[src/rtl/ts_pkg.sv]
// Shared constants, serializer state type and sync-byte helper for the TS word-to-byte converter.
package ts_pkg;

    localparam int TS_WORD_W    = 33;
    localparam int TS_BYTE_W    = 9;
    localparam int TS_PKT_BYTES = 188;
    localparam int TS_PKT_WORDS = 47;

    localparam logic [7:0] TS_SYNC_BYTE = 8'h47;

    typedef enum logic [2:0] {
        IDLE,
        BYTE0,
        BYTE1,
        BYTE2,
        BYTE3
    } ser_state_e;

    // A SOP word whose leading byte is not the TS sync byte marks a corrupted packet start.
    function automatic logic is_bad_sync(input logic [TS_WORD_W-1:0] word);
        return word[TS_WORD_W-1] && (word[31:24] != TS_SYNC_BYTE);
    endfunction

endpackage

[src/rtl/ts_word_fifo.sv]
// Single-clock show-ahead FIFO for 33-bit TS words; a write while full is accepted only alongside a read.
module ts_word_fifo
    import ts_pkg::*;
#(
    parameter int FIFO_DEPTH = 8,
    parameter int FIFO_AW    = 3
) (
    input  logic                 clk,
    input  logic                 rst_n,
    input  logic                 wr_en,
    input  logic [TS_WORD_W-1:0] wr_data,
    input  logic                 rd_en,
    output logic [TS_WORD_W-1:0] rd_data,
    output logic                 full,
    output logic                 empty,
    output logic [FIFO_AW:0]     count
);

    localparam logic [FIFO_AW:0] DEPTH_CNT = FIFO_DEPTH[FIFO_AW:0];

    logic [TS_WORD_W-1:0] mem_q [FIFO_DEPTH];
    logic [FIFO_AW-1:0]   wr_ptr_q, wr_ptr_d;
    logic [FIFO_AW-1:0]   rd_ptr_q, rd_ptr_d;
    logic [FIFO_AW:0]     count_q, count_d;
    logic                 do_wr, do_rd;

    assign full    = (count_q == DEPTH_CNT);
    assign empty   = (count_q == '0);
    assign count   = count_q;
    assign rd_data = mem_q[rd_ptr_q];
    assign do_rd   = rd_en && !empty;
    assign do_wr   = wr_en && (!full || do_rd);

    // NOTE: every always_comb output gets a default first so no path can infer a latch.
    always_comb begin
        wr_ptr_d = wr_ptr_q;
        rd_ptr_d = rd_ptr_q;
        count_d  = count_q;
        if (do_wr) wr_ptr_d = wr_ptr_q + 1'b1;
        if (do_rd) rd_ptr_d = rd_ptr_q + 1'b1;
        case ({do_wr, do_rd})
            2'b10:   count_d = count_q + 1'b1;
            2'b01:   count_d = count_q - 1'b1;
            default: count_d = count_q;
        endcase
    end

    // NOTE: sequential state uses non-blocking assignments; reset is synchronous and active-low.
    always_ff @(posedge clk) begin
        if (!rst_n) begin
            wr_ptr_q <= '0;
            rd_ptr_q <= '0;
            count_q  <= '0;
        end else begin
            wr_ptr_q <= wr_ptr_d;
            rd_ptr_q <= rd_ptr_d;
            count_q  <= count_d;
        end
    end

    // NOTE: storage is not reset; the pointers and count alone define which entries are valid.
    always_ff @(posedge clk) begin
        if (do_wr) mem_q[wr_ptr_q] <= wr_data;
    end

endmodule

[src/rtl/ts_32to8.sv]
// TS 33-bit word stream to 9-bit byte stream serializer behind a word FIFO.
// Define TS_SYNC_CHECK_EN to drop packets whose SOP word lacks the 0x47 sync byte.
module ts_32to8
    import ts_pkg::*;
#(
    parameter int FIFO_DEPTH = 8,
    parameter int FIFO_AW    = 3
) (
    input  logic                 clk_main,
    input  logic                 rst_n,
    input  logic [TS_WORD_W-1:0] ts_din,
    input  logic                 ts_din_en,
    output logic                 ts_din_rdy,
    output logic [TS_BYTE_W-1:0] ts_dout,
    output logic                 ts_dout_en,
    output logic                 ovf,
    output logic                 sync_err
);

    logic [TS_WORD_W-1:0] fifo_rd_data;
    logic                 fifo_full, fifo_empty, pop;
    logic [FIFO_AW:0]     unused_fifo_count;

    ser_state_e           state_q, state_d;
    logic [TS_WORD_W-1:0] shift_q, shift_d;
    logic [TS_BYTE_W-1:0] dout_q, dout_d;
    logic                 dout_en_q, dout_en_d;
    logic                 ovf_q, ovf_d;
`ifdef TS_SYNC_CHECK_EN
    logic                 sync_err_q, sync_err_d;
    logic                 discard_q, discard_d;
`endif

    ts_word_fifo #(
        .FIFO_DEPTH (FIFO_DEPTH),
        .FIFO_AW    (FIFO_AW)
    ) u_fifo (
        .clk     (clk_main),
        .rst_n   (rst_n),
        .wr_en   (ts_din_en && ts_din_rdy),
        .wr_data (ts_din),
        .rd_en   (pop),
        .rd_data (fifo_rd_data),
        .full    (fifo_full),
        .empty   (fifo_empty),
        .count   (unused_fifo_count)
    );

    assign ts_din_rdy = !fifo_full;
    assign ts_dout    = dout_q;
    assign ts_dout_en = dout_en_q;
    assign ovf        = ovf_q;
`ifdef TS_SYNC_CHECK_EN
    assign sync_err   = sync_err_q;
`else
    assign sync_err   = 1'b0;
`endif

    always_comb begin
        state_d   = state_q;
        shift_d   = shift_q;
        dout_d    = '0;
        dout_en_d = 1'b0;
        pop       = 1'b0;
        ovf_d     = ovf_q | (ts_din_en & ~ts_din_rdy);
`ifdef TS_SYNC_CHECK_EN
        sync_err_d = 1'b0;
        discard_d  = discard_q;
`endif
        case (state_q)
            BYTE0: begin
                dout_d    = {shift_q[32], shift_q[31:24]};
                dout_en_d = 1'b1;
                state_d   = BYTE1;
            end
            BYTE1: begin
                dout_d    = {1'b0, shift_q[23:16]};
                dout_en_d = 1'b1;
                state_d   = BYTE2;
            end
            BYTE2: begin
                dout_d    = {1'b0, shift_q[15:8]};
                dout_en_d = 1'b1;
                state_d   = BYTE3;
            end
            default: begin
                // IDLE and BYTE3 share the pop decision so back-to-back words leave no gap.
                if (state_q == BYTE3) begin
                    dout_d    = {1'b0, shift_q[7:0]};
                    dout_en_d = 1'b1;
                end
                state_d = IDLE;
                if (!fifo_empty) begin
                    pop = 1'b1;
`ifdef TS_SYNC_CHECK_EN
                    if (is_bad_sync(fifo_rd_data)) begin
                        sync_err_d = 1'b1;
                        discard_d  = 1'b1;
                    end else if (!discard_q || fifo_rd_data[32]) begin
                        discard_d = 1'b0;
                        shift_d   = fifo_rd_data;
                        state_d   = BYTE0;
                    end
`else
                    shift_d = fifo_rd_data;
                    state_d = BYTE0;
`endif
                end
            end
        endcase
    end

    always_ff @(posedge clk_main) begin
        if (!rst_n) begin
            state_q   <= IDLE;
            shift_q   <= '0;
            dout_q    <= '0;
            dout_en_q <= 1'b0;
            ovf_q     <= 1'b0;
`ifdef TS_SYNC_CHECK_EN
            sync_err_q <= 1'b0;
            discard_q  <= 1'b0;
`endif
        end else begin
            state_q   <= state_d;
            shift_q   <= shift_d;
            dout_q    <= dout_d;
            dout_en_q <= dout_en_d;
            ovf_q     <= ovf_d;
`ifdef TS_SYNC_CHECK_EN
            sync_err_q <= sync_err_d;
            discard_q  <= discard_d;
`endif
        end
    end

endmodule

[config.mk]
export PLATFORM = sky130hd
export DESIGN_NAME = ts_32to8
export DESIGN_NICKNAME = d
export VERILOG_FILES = /design/src/rtl/ts_pkg.sv /design/src/rtl/ts_word_fifo.sv /design/src/rtl/ts_32to8.sv
export SDC_FILE = /design/constraint.sdc
export NUM_CORES = 1
export LEC_CHECK = 0
export ABC_AREA = 1
export CORE_MARGIN = 1.5
export CORE_UTILIZATION = 40
export DETAILED_ROUTE_END_ITERATION = 8
export GPL_TIMING_DRIVEN = 0
export PLACE_DENSITY = 0.63
export SETUP_SLACK_MARGIN = 0.3
export SYNTH_ARGS = -nofsm -noshare
export SYNTH_HDL_FRONTEND = slang
export SYNTH_SLANG_ARGS = --single-unit
export TNS_END_PERCENT = 100
[constraint.sdc]
create_clock -name clk_main -period 3.6 [get_ports clk_main]
set_input_delay 0.72 -clock clk_main [delete_from_list [all_inputs] [get_ports clk_main]]
set_output_delay 0.72 -clock clk_main [all_outputs]
set_load 0.01 [all_outputs]
# After elaboration in Yosys (flattened, before gate mapping)
# Memory sizes are Yosys's and may differ from the RTL's. A register that Yosys moved wholly into a read port is not among the register bits.
# Cells that the tools add are included.
[totals] register_bits=24 latch_bits=0 ram_bits=264 romBits=0 in_bits=36 out_inout_bits=13 elab_cells=45 memories=1
[op_classes] n_addsub=4 mul=0 n_div=0 n_lt_le_gt_ge=0 eq_ne=7 n_shift=0 mux=11 bitwise=4 reduce_logical=11
[mem_list] memory="u_fifo.mem_q" words=8 word_bits=33 rd=1 rd_clocked_by_memory_dff=1 wr=1 line="ts_word_fifo.sv:21" source="logic [TS_WORD_W-1:0] mem_q [FIFO_DEPTH];"
[op_table] op="$pmux W9 S3" n=1
[op_table] op="$pmux W3 S3" n=1
[op_table] op="$mux W8" n=1
[op_table] op="$pmux W4 S2" n=1
[op_table] op="$mux W1" n=7
[op_table] op="$add A3 B1 Y3 const B" n=2
[op_table] op="$eq A3 B2 Y1 const B" n=2
[op_table] op="$add A4 B1 Y4 const B" n=1
[op_table] op="$eq A4 B4 Y1 const B" n=1
[op_table] op="$logic_not A4 Y1" n=1
[op_table] op="$sub A4 B1 Y4 const B" n=1
[op_table] op="$eq A3 B1 Y1 const B" n=1
[op_table] op="$eq A3 B3 Y1 const B" n=1
[op_table] op="$logic_and A1 B1 Y1" n=3
[op_table] op="$logic_not A1 Y1" n=3
[op_table] op="$reduce_or A3 Y1" n=1
[op_table] op="$eq A2 B1 Y1 const B" n=1
[op_table] op="$eq A2 B2 Y1 const B" n=1
[op_table] op="$not A1 Y1" n=2
[op_table] op="$reduce_and A2 Y1" n=1
[op_table] op="$reduce_bool A2 Y1" n=1
[op_table] op="$and A1 B1 Y1" n=1
[op_table] op="$logic_or A1 B1 Y1" n=1
[op_table] op="$or A1 B1 Y1" n=1

# Longest topological paths before layout
[depth] ltp_word=8 ltp_mapped=16 depth_no_buf=14

# Cells and area by module
# From an unflattened synthesis, not the netlist that was laid out.
[hier_totals] hier_cells=1015 hier_area_um2=12832.3
[by_module_without_submodules] module="ts_word_fifo" n_inst=1 cells_each=770 area_per_inst_um2=10954.3 seq_area_each_um2=8187.9
[by_module_without_submodules] module="ts_32to8" n_inst=1 cells_each=245 area_per_inst_um2=1878.1 seq_area_each_um2=940.9

# Worst setup path before layout
# OpenSTA, ideal clock, no wires.
[synth_timing] path_kind="input to register" startpoint="in ts_din_en" endpoint="mem u_fifo.mem_q[1][0] (enable)" setup_ns=0.423 arrival_ns=2.430 t_required_ns=3.177 slack_ns=0.747 stages=4 n_path_buf=0 path_cell_list="nand2_1 nor2_1 inv_1 nor2_1"
[synth_via] elab_chain_cells=4
[synth_rtl] item="start: declaration" line="ts_32to8.sv:12" source="input logic ts_din_en,"
[synth_rtl] item="$logic_and A1 B1 Y1" line="ts_32to8.sv:40" source=".wr_en (ts_din_en && ts_din_rdy),"
[synth_rtl] item="$logic_and A1 B1 Y1" line="ts_word_fifo.sv:32" source="assign do_wr = wr_en && (!full || do_rd);"
[synth_rtl] item="$mux W1" line="ts_word_fifo.sv:63" source="if (do_wr) mem_q[wr_ptr_q] <= wr_data;"
[synth_rtl] item="$mux W1 (not written as such)" line="ts_word_fifo.sv:63"
[synth_rtl] item="end: declaration" line="ts_word_fifo.sv:21"
# Every way passes these cells.

# Worst setup path after layout
[layout_timing] startpoint="reg u_fifo.count_q[0], in the netlist u_fifo.count[0]" endpoint="out ts_din_rdy"
[layout_via] elab_chain_cells=2
[layout_rtl] item="start: declaration" line="ts_word_fifo.sv:24" source="logic [FIFO_AW:0] count_q, count_d;"
[layout_rtl] item="start signal: assignment" line="ts_word_fifo.sv:57" source="count_q <= count_d;"
[layout_rtl] item="$eq A4 B4 Y1" line="ts_word_fifo.sv:27" source="assign full = (count_q == DEPTH_CNT);"
[layout_rtl] item="$logic_not A1 Y1" line="ts_32to8.sv:49" source="assign ts_din_rdy = !fifo_full;"
[layout_rtl] item="end: declaration" line="ts_32to8.sv:13" source="output logic ts_din_rdy,"
# Every way passes these cells.

==> metrics <==
status=finished, final reports clean; Post-CTS Hold Buffers=0; Setup Fix Bufs, Post-CTS=0; Max FO, Critical Path=4; Synth Area in Compound Gates=10.1%; CP max stage delay=0.52 ns; DP Wirelength=20800 um; cts repair resizes=0; WL/cell=19.5 um; CP Capture Type=output pin; Synth cell types=31; simple-gate share of the synthesized area=12.8%; initial core utilization=40.5%; htree depth=2; mux share of post-synthesis cell area=0%; Setup Total Neg Slack=0 ns; Setup Skew=0.0137 ns; grt total ovfl=0; # diodes=0; Die Area=32900 um2; Final Cycle Share=68.0%; vias in the first global route=8333; CP max stage cell=clkdlybuf4s50_1; Die Span X=181 um; Area contributors post-synth=edfxtp_1 (62%), dfxtp_1 (9.0%), nor2_1 (5.1%), o21ai_0 (4.5%), nand2_1 (3.9%); Synth Net Count=1135; share of layout cells above drive strength 1=10.1%; Setup Viol. Count Final=0; Slew HR=42.3%; max_cap viols=0; Layout Area Growth over Synthesis=18.7%; CTS clk-pin slew, worst paths=0.06 ns; WL final=31600 um; total track usage=19.6%; Peak VDD IR=0.000340 V; TritonCTS clock tree=yes; largest net degree at the start of global routing=24; CTS Root Cell=clkbuf_16; Worst-Margin Slew=0.865 ns; Vias/cell=5.22; Placer Congestion=0.839; TritonCTS Buffers=36; Yosys top cell area share=62.3%; Critical Path RT=2.88 ns; DRT antenna net count=0; fmax=409 MHz; Buf+Inv Stages, Crit Path=1; core area=31400 um2; Initial DRC Count=829; initial antenna violation count=1; fin nets=1228; crit-path cells=nor2_2 > nand3_1 > clkdlybuf4s50_1; class of the most critical setup path=register to output pin; hold crit path type=register to register; CTS Buffer Depth=3; adder-cell share of the synthesized area=0.492%; final period demand of the worst path=2.45 ns; post-synthesis register bit count=321; global-route wire length before repair=48500 um; Mapped Cells=1094; Final Hold Slack=0.453 ns; syn avg cell area=11.6 um2; Cell Pwr Density=743 nW/um2; Hold Fails Final Rpt=0; sequential element share of the synthesized area=71.3%; Slew Limit Fails=0; RSZ-0062 raised after global routing=no; Synth Area in XOR/XNOR=0.207%; Leak=5.40 nW; Ys Warns=0; CP Launch Type=register; CTS Sinks=321; cell family with most CP delay=buffers and inverters; via count=8444; Worst-Skew Late Latency=0.52 ns; FP Rows=65; IO Port Bufs=47; DR DRC count=0; # IOs=49; Worst EP arrival=1.73 ns; largest family of logic cells by synthesized area=simple AND/OR/NAND/NOR gates; drt first pass iters=5; Chip Height=181 um; post-synth top area cell=edfxtp_1; synthesized area=12700 um2
-- routing by layer --
metal  vias to the layer above  share of wire (%)  track usage (%)
met1                      4094                 44             26.8
li1                       4018                  -                -
met2                       279                 48             32.6
met3                        51                5.9             2.98
met4                         2                2.2             5.57
met5                         -              0.038                0
-- kinds of logic (layout without fill, tap and decap cells) --
logic type,Yosys count,count (layout)
XOR/XNOR,3,3
flip-flops,321,321
AND/OR/NAND/NOR,394,394
buffers and inverters,144,265
other,1,1
adder cells (fa/ha/maj),5,5
AO/OA/AOI/OAI,226,226
-- Yosys cell counts --
cell,count
o21ai_0,115
buf_6,5
xnor2_1,2
nor3b_1,1
inv_1,73
inv_2,5
clkbuf_2,2
buf_2,28
nor4_1,1
nor3_1,1
buf_4,7
nand2_4,1
ha_1,5
nor3_2,4
a21oi_1,51
conb_1,1
nand3_2,1
clkbuf_1,20
clkinv_1,2
nor2_1,172
buf_1,1
nor2_2,1
o21ai_2,1
dfxtp_1,57
nand3_1,80
o211ai_1,59
inv_4,1
nand2_1,131
nand4_1,1
xor2_1,1
edfxtp_1,264
-- where the power goes --
| part | internal (mW) | switching [mW] | total [mW] | leakage [nW] |
|---|---|---|---|---|
| clock network | 2.17 | 1.43 | 3.60 | 0.573 |
| logic | 0.997 | 2.08 | 3.07 | 1.96 |
| registers | 4.38 | 0.152 | 4.54 | 2.87 |
-- state kept, by name, indices dropped and copies added, names as in the netlist --
signal and flops:
shift_q 33, ovf 1, u_fifo.count 4, state_q 3, u_fifo.rd_ptr_q 3, ts_dout 9, u_fifo.mem_q 264, ts_dout_en 1
u_fifo.wr_ptr_q 3
-- metrics by stage --
| stage | power (mW) | cell area [um2] | worst slack [ns] | utilization, % | std cells |
|---|---|---|---|---|---|
| final | 11.2 | 15100 | 1.15 | 48.1 | 1617 |
| after global routing | 11.8 | 15100 | 1.06 | 48.1 | 1617 |
| after CTS | 11.3 | 15100 | 1.14 | 48.1 | 1617 |
| after detailed placement | 7.67 | 13900 | 0.629 | 44.4 | 1551 |
| after global placement | 7.57 | 13700 | -1.28 | 43.6 | 1543 |
| after floorplan | 6.53 | 12700 | 0.747 | - | 1094 |
-- final timing paths --
check                          startpoint                            end  slack [ns]  depth (start not counted)
max          u_fifo.count[0]$_SDFFE_PN0P_                     ts_din_rdy        1.15                          3
min                        ovf$_SDFF_PN0_                 ovf$_SDFF_PN0_        0.45                          2
max reg2reg  u_fifo.count[1]$_SDFFE_PN0P_  u_fifo.mem_q[7][17]$_DFFE_PP_        1.26                          7
min reg2reg                ovf$_SDFF_PN0_                 ovf$_SDFF_PN0_        0.45                          2
-- cells in the final DEF (no fill, tap or decap), types with 29 or more instances in the layout --
| cell type | netlist | final |
|---|---|---|
| clkdlybuf4s50_1 | 0 | 47 |
| edfxtp_1 | 264 | 264 |
| clkbuf_1 | 20 | 29 |
| dfxtp_1 | 57 | 57 |
| o211ai_1 | 59 | 59 |
| o21ai_0 | 115 | 115 |
| nand2_1 | 131 | 131 |
| nor2_1 | 172 | 164 |
| clkbuf_16 | 0 | 37 |
| a21oi_1 | 51 | 51 |
| nand3_1 | 80 | 80 |
| inv_1 | 73 | 73 |
-- worst min-delay path, stage by stage (launching register included) --
cell     delay [ns]
dfxtp_1        0.31
inv_1          0.05
a21oi_1        0.05
-- final cells by class --
class	instances	area [um2]
repair buffers	55	646
clock inverters	17	164
plain buffers	63	338
fillers	2771	16300
inverters	81	307
multi-input cells	629	3070
flip-flops and latches	321	9070
well taps	402	503
clock buffers	49	1000
No activity file was read; power rests on OpenSTA's default activity.
